<file path="config.mk">
export PLATFORM = sky130hd
export DESIGN_NAME = nativephy_lock_monitor
export DESIGN_NICKNAME = d
export VERILOG_FILES = /design/src/rtl/nativephy_lock_monitor.sv
export SDC_FILE = /design/constraint.sdc
export NUM_CORES = 1
export LEC_CHECK = 0
export ABC_AREA = 1
export CORE_MARGIN = 1
export CORE_UTILIZATION = 43
export DETAILED_ROUTE_END_ITERATION = 16
export DONT_BUFFER_PORTS = 1
export HOLD_SLACK_MARGIN = 0.08
export MAX_ROUTING_LAYER = met4
export SLEW_MARGIN = 30
export SYNTH_ARGS = -nofsm -noshare
export SYNTH_HDL_FRONTEND = slang
export SYNTH_SLANG_ARGS = --single-unit
</file>
<file path="constraint.sdc">
create_clock -name clk -period 2.18 [get_ports clk]
set_clock_uncertainty 0.1 [all_clocks]
set_input_delay 0.109 -clock clk [delete_from_list [all_inputs] [get_ports clk]]
set_output_delay 0.109 -clock clk [all_outputs]
set_load 0.01 [all_outputs]
</file>
<file path="src/rtl/nativephy_lock_monitor.sv">
// nativephy_lock_monitor
//   Per-channel lock qualifier for the NativePHY transceiver bank.
//   Each channel synchronises pll_locked and rx_is_lockedtoref, debounces
//   their AND and reports a filtered lock flag. A loss of an established
//   lock sets a sticky flag, bumps a saturating counter and can raise a
//   maskable level interrupt. Status and control sit on an Avalon-MM CSR
//   slave with 1-cycle registered read data.
// Ports
//   clk, reset_n          single clock, async active-low reset
//   csr_address/read/write/writedata/readdata   CSR slave
//   pll_locked, rx_is_lockedtoref   async PHY status, one bit per channel
//   locked_filtered       qualified lock per channel
//   lol_irq               level interrupt, OR of (sticky & mask)

// Per-channel slice: synchroniser, debounce FSM, sticky flag, LOL counter.
module nativephy_lock_monitor_ch #(
  parameter int DEBOUNCE_CYCLES = 1024,
  parameter int CNT_WIDTH       = 16
) (
  input  logic                 clk,
  input  logic                 reset_n,
  input  logic                 pll_i,
  input  logic                 lockref_i,
  input  logic                 w1c_i,
  input  logic                 cnt_clr_i,
  output logic                 pll_s_o,
  output logic                 lockref_s_o,
  output logic                 locked_o,
  output logic                 sticky_o,
  output logic [CNT_WIDTH-1:0] cnt_o
);
  localparam int QW = (DEBOUNCE_CYCLES > 1) ? $clog2(DEBOUNCE_CYCLES) : 1;
  localparam logic [QW-1:0]        QMAX = QW'(DEBOUNCE_CYCLES - 1);
  localparam logic [CNT_WIDTH-1:0] CMAX = '1;

  typedef enum logic [1:0] {UNLOCKED, QUALIFY, LOCKED} state_e;

  logic [1:0]           pll_sync_q, lref_sync_q;
  logic                 raw;
  state_e               state_q, state_d;
  logic [QW-1:0]        qcnt_q, qcnt_d;
  logic                 locked_q;
  logic                 sticky_q, sticky_d;
  logic [CNT_WIDTH-1:0] cnt_q, cnt_d;
  logic                 lol;

  assign raw = pll_sync_q[1] & lref_sync_q[1];

  always_comb begin
    state_d = state_q;
    qcnt_d  = qcnt_q;
    lol     = 1'b0;
    case (state_q)
      UNLOCKED: if (raw) begin
        state_d = QUALIFY;
        qcnt_d  = '0;
      end
      QUALIFY: begin
        if (!raw)               state_d = UNLOCKED;
        else if (qcnt_q == QMAX) state_d = LOCKED;
        else                    qcnt_d  = qcnt_q + 1'b1;
      end
      LOCKED: if (!raw) begin
        state_d = UNLOCKED;
        lol     = 1'b1;
      end
      default: state_d = UNLOCKED;
    endcase
  end

  // New LOL beats a same-cycle W1C; a counter clear coincident with an LOL
  // leaves the counter at 1.
  always_comb begin
    sticky_d = (sticky_q & ~w1c_i) | lol;
    cnt_d    = cnt_clr_i ? '0 : cnt_q;
    if (lol && cnt_d != CMAX) cnt_d = cnt_d + 1'b1;
  end

  always_ff @(posedge clk or negedge reset_n) begin
    if (!reset_n) begin
      pll_sync_q  <= '0;
      lref_sync_q <= '0;
      state_q     <= UNLOCKED;
      qcnt_q      <= '0;
      locked_q    <= 1'b0;
      sticky_q    <= 1'b0;
      cnt_q       <= '0;
    end else begin
      pll_sync_q  <= {pll_sync_q[0], pll_i};
      lref_sync_q <= {lref_sync_q[0], lockref_i};
      state_q     <= state_d;
      qcnt_q      <= qcnt_d;
      // Tracks the next state so the flag moves on the same edge as the FSM.
      locked_q    <= (state_d == LOCKED);
      sticky_q    <= sticky_d;
      cnt_q       <= cnt_d;
    end
  end

  assign pll_s_o     = pll_sync_q[1];
  assign lockref_s_o = lref_sync_q[1];
  assign locked_o    = locked_q;
  assign sticky_o    = sticky_q;
  assign cnt_o       = cnt_q;
endmodule

module nativephy_lock_monitor #(
  parameter int NUM_OF_CH       = 1,
  parameter int DEBOUNCE_CYCLES = 1024,
  parameter int CNT_WIDTH       = 16
) (
  input  logic                 clk,
  input  logic                 reset_n,
  input  logic [3:0]           csr_address,
  input  logic                 csr_read,
  input  logic                 csr_write,
  input  logic [31:0]          csr_writedata,
  output logic [31:0]          csr_readdata,
  input  logic [NUM_OF_CH-1:0] pll_locked,
  input  logic [NUM_OF_CH-1:0] rx_is_lockedtoref,
  output logic [NUM_OF_CH-1:0] locked_filtered,
  output logic                 lol_irq
);
  logic [NUM_OF_CH-1:0]                pll_s, lref_s, sticky, w1c;
  logic [NUM_OF_CH-1:0][CNT_WIDTH-1:0] cnt;
  logic                                cnt_clr;
  logic [NUM_OF_CH-1:0]                mask_q, mask_d;
  logic [3:0]                          sel_q, sel_d;
  logic [31:0]                         rdata_q, rdata_d;
  logic                                irq_q;
  logic                                unused_wdata;

  assign unused_wdata = ^csr_writedata;

  assign w1c     = (csr_write && csr_address == 4'd1) ? csr_writedata[NUM_OF_CH-1:0] : '0;
  assign cnt_clr = csr_write && csr_address == 4'd6 && csr_writedata[0];

  for (genvar g = 0; g < NUM_OF_CH; g++) begin : g_ch
    nativephy_lock_monitor_ch #(
      .DEBOUNCE_CYCLES(DEBOUNCE_CYCLES),
      .CNT_WIDTH      (CNT_WIDTH)
    ) u_ch (
      .clk        (clk),
      .reset_n    (reset_n),
      .pll_i      (pll_locked[g]),
      .lockref_i  (rx_is_lockedtoref[g]),
      .w1c_i      (w1c[g]),
      .cnt_clr_i  (cnt_clr),
      .pll_s_o    (pll_s[g]),
      .lockref_s_o(lref_s[g]),
      .locked_o   (locked_filtered[g]),
      .sticky_o   (sticky[g]),
      .cnt_o      (cnt[g])
    );
  end

  always_comb begin
    mask_d = mask_q;
    sel_d  = sel_q;
    if (csr_write && csr_address == 4'd2) mask_d = csr_writedata[NUM_OF_CH-1:0];
    if (csr_write && csr_address == 4'd3) sel_d  = csr_writedata[3:0];
  end

  // Reads see the registered state, so a same-cycle write is not visible.
  always_comb begin
    rdata_d = rdata_q;
    if (csr_read) begin
      rdata_d = '0;
      case (csr_address)
        4'd0: rdata_d[NUM_OF_CH-1:0] = locked_filtered;
        4'd1: rdata_d[NUM_OF_CH-1:0] = sticky;
        4'd2: rdata_d[NUM_OF_CH-1:0] = mask_q;
        4'd3: rdata_d[3:0]           = sel_q;
        4'd4: begin
          // Out-of-range selects fall through with zero.
          for (int i = 0; i < NUM_OF_CH; i++)
            if (sel_q == 4'(i)) rdata_d[CNT_WIDTH-1:0] = cnt[i];
        end
        4'd5: begin
          rdata_d[NUM_OF_CH-1:0]    = pll_s;
          rdata_d[16 +: NUM_OF_CH]  = lref_s;
        end
        default: rdata_d = '0;
      endcase
    end
  end

  always_ff @(posedge clk or negedge reset_n) begin
    if (!reset_n) begin
      mask_q  <= '0;
      sel_q   <= '0;
      rdata_q <= '0;
      irq_q   <= 1'b0;
    end else begin
      mask_q  <= mask_d;
      sel_q   <= sel_d;
      rdata_q <= rdata_d;
      irq_q   <= |(sticky & mask_q);
    end
  end

  assign csr_readdata = rdata_q;
  assign lol_irq      = irq_q;
endmodule

</file>
==> results of run 1 <==
registers in the layout (all words and copies together), names as in the netlist, 2 cells and up:
signal and cells:
csr_readdata 17, g_ch.u_ch.cnt_o 16, g_ch.u_ch.qcnt_q 10, sel_q 4, g_ch.u_ch.lref_sync_q 2, g_ch.u_ch.pll_sync_q 2, g_ch.u_ch.state_q 2
per-layer routing:
metal | vias up | GRT usage | routed length, um
met5 | - | - | 0
met4 | 0 | 0.0850 | 101
met1 | 1249 | 0.242 | 3150
li1 | 1306 | - | -
met3 | 9 | 0.0532 | 290
met2 | 57 | 0.313 | 3300
cells by family (layout without fill, tap and decap cells):
group                      after synthesis  count (layout)  synth area share
adders and majority gates                2               2           0.00781
and+or+nand+nor                        224             224             0.332
DFF                                     57              57             0.445
AOI/OAI and AO/OA                       33              33            0.0640
xor gates and xnor gates                11              11            0.0301
buffers and inverters                   71              86             0.119
other                                    1              15           0.00117
final timing paths:
| path | cells past startpoint | slack (ns) | endpoint |
|---|---|---|---|
| worst max register to register | 10 | 0.26 | g_ch[0].u_ch.qcnt_q[3]$_DFFE_PN0P_ |
| max in group asynchronous | 2 | 1.51 | g_ch[0].u_ch.cnt_o[4]$_DFF_PN0_ |
| worst min register to register | 0 | 0.25 | g_ch[0].u_ch.lref_sync_q[1]$_DFF_PN0_ |
| worst min-delay path | 5 | 0.13 | csr_readdata[0]$_DFFE_PN0P_ |
| worst max-delay path | 15 | 0.16 | g_ch[0].u_ch.cnt_o[9]$_DFF_PN0_ |
| min in group asynchronous | 2 | 0.20 | mask_q$_DFFE_PN0P_ |
power breakdown:
group	switching [W]	internal [W]
clock	0.000402	0.000540
sequential	0.0000341	0.00110
combinational	0.000113	0.0000638
total	0.000549	0.00171
worst max-delay path: cells and delay by family:
family                     cells  cell delay (ns)
and+or+nand+nor                9             1.01
buffers and inverters          4             0.77
adders and majority gates      1             0.21
AOI/OAI and AO/OA              1             0.05
metrics by stage:
step / total power, W / setup WS (ns) / util / cell area [um^2]
3_3_place_gp: 0.00126 / 0.199 / 0.444 / 3210
4_1_cts: 0.00228 / 0.00770 / 0.498 / 3600
6_report: 0.00226 / 0.156 / 0.505 / 3640
2_1_floorplan: 0.00126 / 0.0599 / - / 3260
5_1_grt: 0.00238 / -0.0133 / 0.505 / 3640
3_5_place_dp: 0.00127 / 0.168 / 0.444 / 3210
layout make-up:
cell class	count	area share
clock buffers	10	0.0378
clock inverters	4	0.0124
inverters	48	0.0519
multi-input cells	285	0.403
flip-flops and latches	57	0.392
well taps	99	0.0340
repair buffers	23	0.0670
repair inverters	1	0.00206
timing repair:
item | in CTS | in global routing
hold endpoints to repair | 83 | 2
setup buffers | 0 | 1
endpoints found under the setup margin | 0 | 24
gates resized for setup | 0 | 10
hold buffers | 19 | 1
cells in the final DEF (no fill, tap or decap), drive strengths merged:
cell and n:
conb 15, bufinv 1, nand4 13, o211ai 2
dlygate4sd3 17, nand3b 5, o221ai 1, nor3 8
a21oi 6, o31ai 1, xnor2 2, clkinvlp 2
a22oi 1, or2 2, inv 46, xor2 9
nand2 112, clkbuf 10, dfrtp 57, clkinv 4
nor2 39, buf 5, dlymetal6s4s 1, o21ai 22
ha 2, nand3 45
==> impl_metrics.py, run 1 <==
metrics = {
    "clocking": {
        "clock_path_buffers": 2,
        "ctsHtreeMaxLevel": 3,
        "cts_root_buf": "clkbuf_8",
        "cts_tree": "yes",
        "cts.sinks": 57,
        "path_clk_slew_ns": 0.07,
        "cts_buffers": 9,
        "clock_latency_ns": 0.34,
    },
    "floorplan": {
        "fp.dieArea_mm2": 0.00780,
        "die_w_um": 88.3,
        "num_io_pins": 76,
        "initial_core_util": 0.444,
        "std_cell_rows": 31,
        "die_h_um": 88.3,
        "design.core.area_mm2": 0.00721,
    },
    "sta": {
        "worst_slew_pin_slew_ns": 0.676,
        "setup_viol": 0,
        "slew-limit-headroom": 0.547,
        "finalCritPeriodShare": 0.929,
        "timing.final.hold_violations": 0,
        "fin_crit_ns": 2.02,
        "whs_ns": 0.133,
        "finalSetupTns_ns": 0,
        "drv_slew": 0,
        "fmax_mhz": 494,
    },
    "detailed_routing": {
        "vias": 2621,
        "ant_nets": 0,
        "drc": 0,
        "vias_per_cell": 4.97,
        "routed_wl_mm": 6.84,
        "drtPass1Iterations": 4,
        "drtIter0Drc": 97,
        "wl_per_cell_um": 13.0,
    },
    "synthesis": {
        "netlist_area_mm2": 0.00320,
        "synth-edff-count": 0,
        "synth_top_cells_by_area": "dfrtp_1, nand2_1, nand3_1",
        "syn_area_per_cell_um2": 8.03,
        "yosysTopAreaCell": "dfrtp_1",
        "ys_ff_latch": 57,
        "synthTopCellsByCount": "nand2_1, dfrtp_1, inv_1, nand3_1, nor2_1",
        "ys_seq_area_frac": 0.445,
        "netlist-cell-type-count": 38,
        "synthCells": 399,
        "synth_top_flop_cell": "dfrtp_1",
        "yosysWarnings": 0,
        "synthMostInstantiatedCell": "nand2_1",
        "ys_async_sr_fraction": 1.00,
        "synth_top_area_frac": 0.445,
    },
    "placement": {
        "numPortBuffers": 0,
        "gp_routability_congestion": 0.924,
        "place_hpwl_mm": 4.75,
        "placed_cells": 492,
    },
    "setup_path": {
        "path_max_fanout": 16,
        "critPathRequiredTime_ns": 2.30,
        "critPathLaunch": "csr_write",
        "endpoint_kind": "flip-flop",
        "cpMostUsedCell": "nand2_1",
        "critPathLaunchType": "input pin",
        "crit_chain": "dlygate4sd3_1, nand2_1, inv_1, nand3_2, inv_1, nor2_2, ha_2, nand2_1, nand3b_4, nor2_4, nand3_4, nand2_4, inv_6, nand2_1, o21ai_2",
        "arrival_ns": 2.15,
        "path_class": "in2reg",
        "reg2reg_from": "g_ch[0].u_ch.qcnt_q[0]$_DFFE_PN0P_",
        "cpPeakStageDelay_ns": 0.56,
        "slowest_stage": "dlygate4sd3_1",
    },
    "cells_and_area": {
        "num_antenna_cells": 0,
        "fillers": 716,
        "nets": 469,
        "final_cell_count_no_fill": 527,
        "syn2layout_area_growth_pct": 13.6,
        "multiInputGateArea_mm2": 0.00147,
        "regArea_mm2": 0.00143,
        "final_layout_size_suffix_gt1_frac": 0.124,
    },
    "global_routing": {
        "grt_pass1_vias": 2450,
        "antenna_found_initial": 0,
        "grt_pass1_wl_mm": 11.5,
        "grt_max_degree": 58,
        "grt_usage": 0.199,
        "grt.overflow.total": 0,
    },
    "worst_hold_path": {
        "hp-start": "csr_address[0]",
        "hp-class": "in2reg",
    },
    "job": {
        "max-cap-violations": 0,
    },
    "power": {
        "peakVddDrop_mv": 0.314,
        "power.density_mw_per_mm2": 620,
        "leakage_nw": 1.76,
    },
    "run_status": {
        "status": "completed",
    },
}
Note: power is estimated with default switching activity, not from simulation.
==> inputs of run 2 (changes only) <==
CORE_UTILIZATION = 63   (was 43)
PLACE_DENSITY = 0.79   (was default)
==> run 2 against run 1 <==
  * Register-to-register slack lost 0.09 ns
  * Fmax shrank 5.1%
  * Via count grew 6.0%
  * Global-route usage increased by 9.8 points
  * Critical path depth decreased by 6
  * Sequential power barely moved
  * Highest routed layer unchanged
  * Utilization increased by 26 points
  * First-iteration DRC count grew to 2.6 times the previous value
  * Sequential cell count unchanged
  * Largest power group unchanged
  * Design area is 1.1% higher
  * Largest cell class unchanged
  * Non-clock buffer count up 2
==> impl_metrics.py, run 2 (synthesized netlist as in run 1, its figures left out) <==
metrics = {
    "setup_path": {
        "reg2reg_slack_ns": 0.17,
        "reg2reg_from": "sel_q[0]$_DFFE_PN0P_",
        "arrival_ns": 2.32,
        "regToRegEndpoint": "csr_readdata[0]$_DFFE_PN0P_",
        "endpoint_kind": "flip-flop",
        "path_max_fanout": 3,
        "critPathLaunchType": "input pin",
        "critPathRequiredTime_ns": 2.37,
        "path_class": "in2reg",
        "ff2ff_path_depth": 9,
    },
    "global_routing": {
        "grt_pass1_wl_mm": 11.4,
        "grt_max_degree": 58,
        "grt.overflow.total": 0,
        "antenna_found_initial": 0,
        "grt_pass1_vias": 2485,
        "grt_usage": 0.297,
    },
    "cells_and_area": {
        "fin_area_mm2": 0.00368,
        "final_cell_count_no_fill": 499,
        "num_antenna_cells": 0,
        "final_cell_mix": "nand2_1, dfrtp_1, inv_1",
        "largest_reg_flops": 17,
        "nets": 471,
        "fillers": 308,
        "final_layout_size_suffix_gt1_frac": 0.137,
        "final_common_cell": "nand2_1",
        "syn2layout_area_growth_pct": 14.9,
    },
    "clocking": {
        "path_clk_slew_ns": 0.07,
        "cts_root_buf": "clkbuf_8",
        "cts_tree": "yes",
        "cts.sinks": 57,
        "ctsHtreeMaxLevel": 3,
        "clock_path_buffers": 2,
        "cts_buffers": 9,
        "clock_latency_ns": 0.34,
    },
    "sta": {
        "worst_slew_pin_slew_ns": 0.700,
        "slew-limit-headroom": 0.531,
        "fmax_mhz": 469,
        "setup_viol": 0,
        "drv_slew": 0,
        "finalCritPeriodShare": 0.978,
        "fin_crit_ns": 2.13,
        "timing.final.hold_violations": 0,
    },
    "job": {
        "max-cap-violations": 0,
    },
    "power": {
        "peakVddDrop_mv": 0.457,
        "leakage_nw": 1.78,
        "power.density_mw_per_mm2": 649,
    },
    "detailed_routing": {
        "ant_nets": 0,
        "routed_wl_mm": 7.34,
        "met1_length_mm": 3.07,
        "wl_met2_mm": 3.47,
        "vias": 2777,
        "drtPass1Iterations": 5,
        "drtIter0Drc": 249,
        "route.top_layer_used": "met4",
        "drc": 0,
        "wl_per_cell_um": 14.7,
        "met3_wirelength_um": 533,
        "vias_per_cell": 5.57,
    },
    "placement": {
        "placed_cells": 461,
        "numPortBuffers": 0,
        "gp_routability_congestion": 0.913,
        "placed_cell_area_mm2": 0.00317,
        "place_hpwl_mm": 4.55,
    },
    "floorplan": {
        "initial_core_util": 0.665,
        "die_w_um": 73.3,
        "die_h_um": 73.3,
        "design.core.area_mm2": 0.00482,
        "fp.dieArea_mm2": 0.00538,
        "std_cell_rows": 25,
        "num_io_pins": 76,
    },
    "worst_hold_path": {
        "hp-class": "in2reg",
        "min_to": "csr_readdata[0]$_DFFE_PN0P_",
        "hp-start": "csr_read",
        "min_path_cells": 3,
    },
    "run_status": {
        "status": "completed",
    },
}
[run 2: worst max path at each step]
stage                                            start                            endpoint  cells past startpoint
floorplan                             csr_writedata[0]     g_ch[0].u_ch.cnt_o[4]$_DFF_PN0_                     18
CTS                                     csr_address[1]    g_ch[0].u_ch.cnt_o[11]$_DFF_PN0_                     15
global route                            csr_address[3]                sel_q[2]$_DFFE_PN0P_                      8
global placement       g_ch[0].u_ch.cnt_o[1]$_DFF_PN0_     g_ch[0].u_ch.cnt_o[9]$_DFF_PN0_                     11
finish                                  csr_address[3]         csr_readdata[0]$_DFFE_PN0P_                      9
detailed placement  g_ch[0].u_ch.qcnt_q[0]$_DFFE_PN0P_  g_ch[0].u_ch.qcnt_q[9]$_DFFE_PN0P_                     10
[run 2: cell type report]
| class | count | area (um^2) | share of cell area |
|---|---|---|---|
| Timing Repair Buffer | 25 | 262 | 0.0710 |
| Clock inverter | 4 | 50.0 | 0.0136 |
| Timing Repair inverter | 1 | 7.51 | 0.00204 |
| Multi-Input combinational cell | 285 | 1500 | 0.407 |
| Sequential cell | 57 | 1430 | 0.387 |
| Tap cell | 67 | 83.8 | 0.0228 |
| Clock buffer | 12 | 165 | 0.0449 |
| Inverter | 48 | 189 | 0.0513 |
[run 2: timing repair]
| action | 4_1_cts | 5_1_grt |
|---|---|---|
| resized for setup | 0 | 16 |
| hold buffers | 20 | 0 |
| endpoints found under the setup margin | 0 | 24 |
| hold endpoints to repair | 84 | 0 |
| setup buffers | 0 | 1 |
[run 2: stage by stage]
step	setup TNS (ns)	hold slack [ns]	total power, W	setup slack (ns)	utilization
3_3_place_gp	0	-0.286	0.00126	0.237	0.659
3_5_place_dp	0	-0.285	0.00127	0.216	0.659
2_1_floorplan	0	-0.287	0.00126	0.0599	-
4_1_cts	0	0.0901	0.00237	0.0346	0.749
5_1_grt	-0.0629	0.124	0.00249	-0.0288	0.764
6_report	0	0.0954	0.00239	0.0475	0.764
[run 2: report_power, final]
part | switching (W) | internal (W) | total, W
registers | 0.0000377 | 0.00110 | 0.00114
clock network | 0.000431 | 0.000619 | 0.00105
logic | 0.000132 | 0.0000672 | 0.000199
total | 0.000601 | 0.00179 | 0.00239
[run 2: layer usage]
metal | track usage | up-vias
li1 | - | 1317
met1 | 0.366 | 1293
met5 | - | -
met3 | 0.0850 | 33
met2 | 0.458 | 134
met4 | 0.128 | 0
[run 2: critical path, cell delays in order]
cell,delay [ns]
dlygate4sd3_1,0.57
nor2_1,0.26
inv_1,0.18
nor3_2,0.23
a22oi_1,0.14
nand3_1,0.10
nand2_1,0.09
dlygate4sd3_1,0.59
nand2_1,0.05
==> inputs of run 3 (changes only) <==
ABC_AREA = default   (was 1)
CORE_UTILIZATION = 57   (was 63)
PLACE_DENSITY = 0.75   (was 0.79)
clock period = 1.76 ns   (was 2.18 ns; I/O delays follow)
==> run 3 against run 2 <==
  * The run now ends with setup timing left
  * Critical path depth shrank 3
  * Area after synthesis shrank 7.8%
  * Clock power rose by 11%
  * Global-route usage is 2.4 points higher
  * Register-to-register slack lost 0.43 ns
  * Largest power group unchanged
==> impl_metrics.py, run 3 <==
metrics = {
    "run_status": {
        "status": "finished, violations left",
        "violations": "setup timing",
    },
    "clocking": {
        "ctsHtreeMaxLevel": 3,
        "clock_path_buffers": 2,
        "cts_root_buf": "clkbuf_8",
        "cts.sinks": 57,
        "cts_buffers": 9,
        "cts_tree": "yes",
        "path_clk_slew_ns": 0.06,
        "clock_latency_ns": 0.33,
    },
    "synthesis": {
        "netlist-cell-type-count": 50,
        "synth-edff-count": 0,
        "syn_area_per_cell_um2": 9.69,
        "synthTopCellsByCount": "dfrtp_1, nand2_1, nand3_1, o21ai_0",
        "yosysWarnings": 0,
        "ys_seq_area_frac": 0.483,
        "synth_top_cells_by_area": "dfrtp_1, buf_4, nand3_1",
        "yosysTopAreaCell": "dfrtp_1",
        "synthCells": 305,
        "synthMostInstantiatedCell": "dfrtp_1",
        "synth_top_flop_cell": "dfrtp_1",
        "ys_async_sr_fraction": 1.00,
        "synth_top_area_frac": 0.483,
        "netlist_area_mm2": 0.00296,
        "ys_ff_latch": 57,
    },
    "detailed_routing": {
        "drtPass1Iterations": 5,
        "drc": 0,
        "routed_wl_mm": 8.34,
        "ant_nets": 0,
        "wl_per_cell_um": 18.4,
        "drtIter0Drc": 339,
        "vias": 2733,
        "vias_per_cell": 6.02,
    },
    "cells_and_area": {
        "fin_area_mm2": 0.00402,
        "largest_reg_flops": 17,
        "fin_util": 0.828,
        "syn2layout_area_growth_pct": 35.9,
        "nets": 426,
        "final_layout_size_suffix_gt1_frac": 0.323,
        "num_antenna_cells": 0,
        "final_cell_mix": "dfrtp_1, buf_4, nand2_1",
    },
    "setup_path": {
        "critPathLaunchType": "flip-flop",
        "arrival_ns": 2.15,
        "endpoint_kind": "flip-flop",
        "path_class": "reg2reg",
        "regToRegEndpoint": "g_ch[0].u_ch.cnt_o[10]$_DFF_PN0_",
        "path_max_fanout": 3,
        "reg2reg_slack_ns": -0.26,
        "reg2reg_from": "g_ch[0].u_ch.cnt_o[1]$_DFF_PN0_",
        "ff2ff_path_depth": 6,
        "critPathRequiredTime_ns": 1.90,
    },
    "floorplan": {
        "die_h_um": 74.0,
        "die_w_um": 74.0,
        "std_cell_rows": 25,
        "initial_core_util": 0.610,
        "fp.dieArea_mm2": 0.00548,
        "num_io_pins": 76,
        "design.core.area_mm2": 0.00485,
    },
    "sta": {
        "drv_slew": 0,
        "finalSetupTns_ns": -1.69,
        "fmax_mhz": 496,
        "fin_crit_ns": 2.02,
        "finalCritPeriodShare": 1.15,
        "setup_viol": 14,
        "timing.final.hold_violations": 0,
        "fin_ws_ns": -0.256,
        "rsz0062_at_grt": "true",
        "slew-limit-headroom": 0.636,
        "whs_ns": 0.156,
        "worst_slew_pin_slew_ns": 0.544,
    },
    "global_routing": {
        "grt_pass1_wl_mm": 12.6,
        "grt_pass1_vias": 2735,
        "antenna_found_initial": 0,
        "grt.overflow.total": 0,
        "grt_max_degree": 58,
        "use_met2": 0.521,
        "grt_usage": 0.321,
        "met3_usage": 0.0745,
        "top_usage_layer": "met2",
        "use_met1": 0.371,
    },
    "power": {
        "leakage_nw": 1.79,
        "power.density_mw_per_mm2": 759,
        "peakVddDrop_mv": 0.494,
        "power.total_w": 0.00305,
    },
    "worst_hold_path": {
        "min_path_cells": 5,
        "hp-class": "in2reg",
        "hp-start": "csr_address[3]",
        "min_to": "g_ch[0].u_ch.cnt_o[0]$_DFF_PN0_",
    },
    "placement": {
        "place_hpwl_mm": 4.92,
        "numPortBuffers": 0,
        "placed_cell_area_mm2": 0.00337,
        "gp_routability_congestion": 0.829,
    },
    "job": {
        "max-cap-violations": 0,
    },
}
-- run 3: cell types whose count changed after synthesis, moves of 9 or more --
cell	change
a21oi_1	+9
clkbuf_1	+10
inv_1	-30
mux2i_1	+9
nand2_1	-82
nand3_1	-19
nor2_1	-22
-- run 3: worst max-delay path by stage --
stage | slack, ns | cells after the start | from | endpoint
after CTS | -0.20 | 6 | g_ch[0].u_ch.cnt_o[1]$_DFF_PN0_ | g_ch[0].u_ch.cnt_o[10]$_DFF_PN0_
after detailed placement | -0.21 | 6 | g_ch[0].u_ch.cnt_o[1]$_DFF_PN0_ | g_ch[0].u_ch.cnt_o[10]$_DFF_PN0_
after global routing | -0.29 | 6 | g_ch[0].u_ch.cnt_o[1]$_DFF_PN0_ | g_ch[0].u_ch.cnt_o[8]$_DFF_PN0_
after global placement | -0.16 | 4 | g_ch[0].u_ch.pll_sync_q[1]$_DFF_PN0_ | g_ch[0].u_ch.cnt_o[15]$_DFF_PN0_
final | -0.26 | 6 | g_ch[0].u_ch.cnt_o[1]$_DFF_PN0_ | g_ch[0].u_ch.cnt_o[10]$_DFF_PN0_
after floorplan | -0.24 | 4 | g_ch[0].u_ch.pll_sync_q[1]$_DFF_PN0_ | g_ch[0].u_ch.cnt_o[15]$_DFF_PN0_
-- run 3: cells by family after synthesis --
family | after synthesis | share of synthesized area
AO/OA/AOI/OAI | 59 | 0.127
XOR/XNOR | 3 | 0.00889
adder cells (fa/ha/maj) | 2 | 0.00847
buffers and inverters | 43 | 0.0762
flip-flops | 57 | 0.483
multiplexers | 17 | 0.0610
other | 1 | 0.00127
AND/OR/NAND/NOR | 123 | 0.235
-- run 3: layer usage --
metal  share of wire  vias to the layer above  wire [um]
li1                -                     1230          -
met1            0.38                     1310       3150
met2            0.51                      168       4270
met3           0.085                       25        713
met4           0.025                        0        206
met5               0                        -          0
-- run 3: final cells by class --
class | count | area, um^2
fillers | 273 | 832
repair buffers | 80 | 677
flip-flops and latches | 57 | 1430
clock inverters | 3 | 40.0
well taps | 67 | 83.8
clock buffers | 13 | 149
multi-input cells | 219 | 1580
inverters | 15 | 56.3
-- run 3: worst max-delay path: stages (launching register included) --
cell,delay (ns)
dfrtp_1,0.37
and2_4,0.18
ha_4,0.14
nand3_2,0.07
or4_4,0.54
nor4b_4,0.24
mux2i_1,0.28
-- run 3: stage by stage --
step / setup slack (ns) / instances
2_1_floorplan: -0.237 / 319
3_3_place_gp: -0.163 / 407
3_5_place_dp: -0.213 / 407
4_1_cts: -0.200 / 451
5_1_grt: -0.294 / 454
6_report: -0.256 / 454
-- run 3: timing repair --
action | in CTS | in global routing
endpoints found under the hold margin | 82 | 0
pin swaps | 9 | 9
endpoints found under the setup margin | 17 | 21
hold buffers | 18 | 0
buffers inserted | 10 | 5
resized for setup | 18 | 17
-- run 3: power by group --
part	total, W	switching [W]	internal, W
clock network	0.00117	0.000484	0.000689
registers	0.00147	0.0000754	0.00139
logic	0.000408	0.000202	0.000207
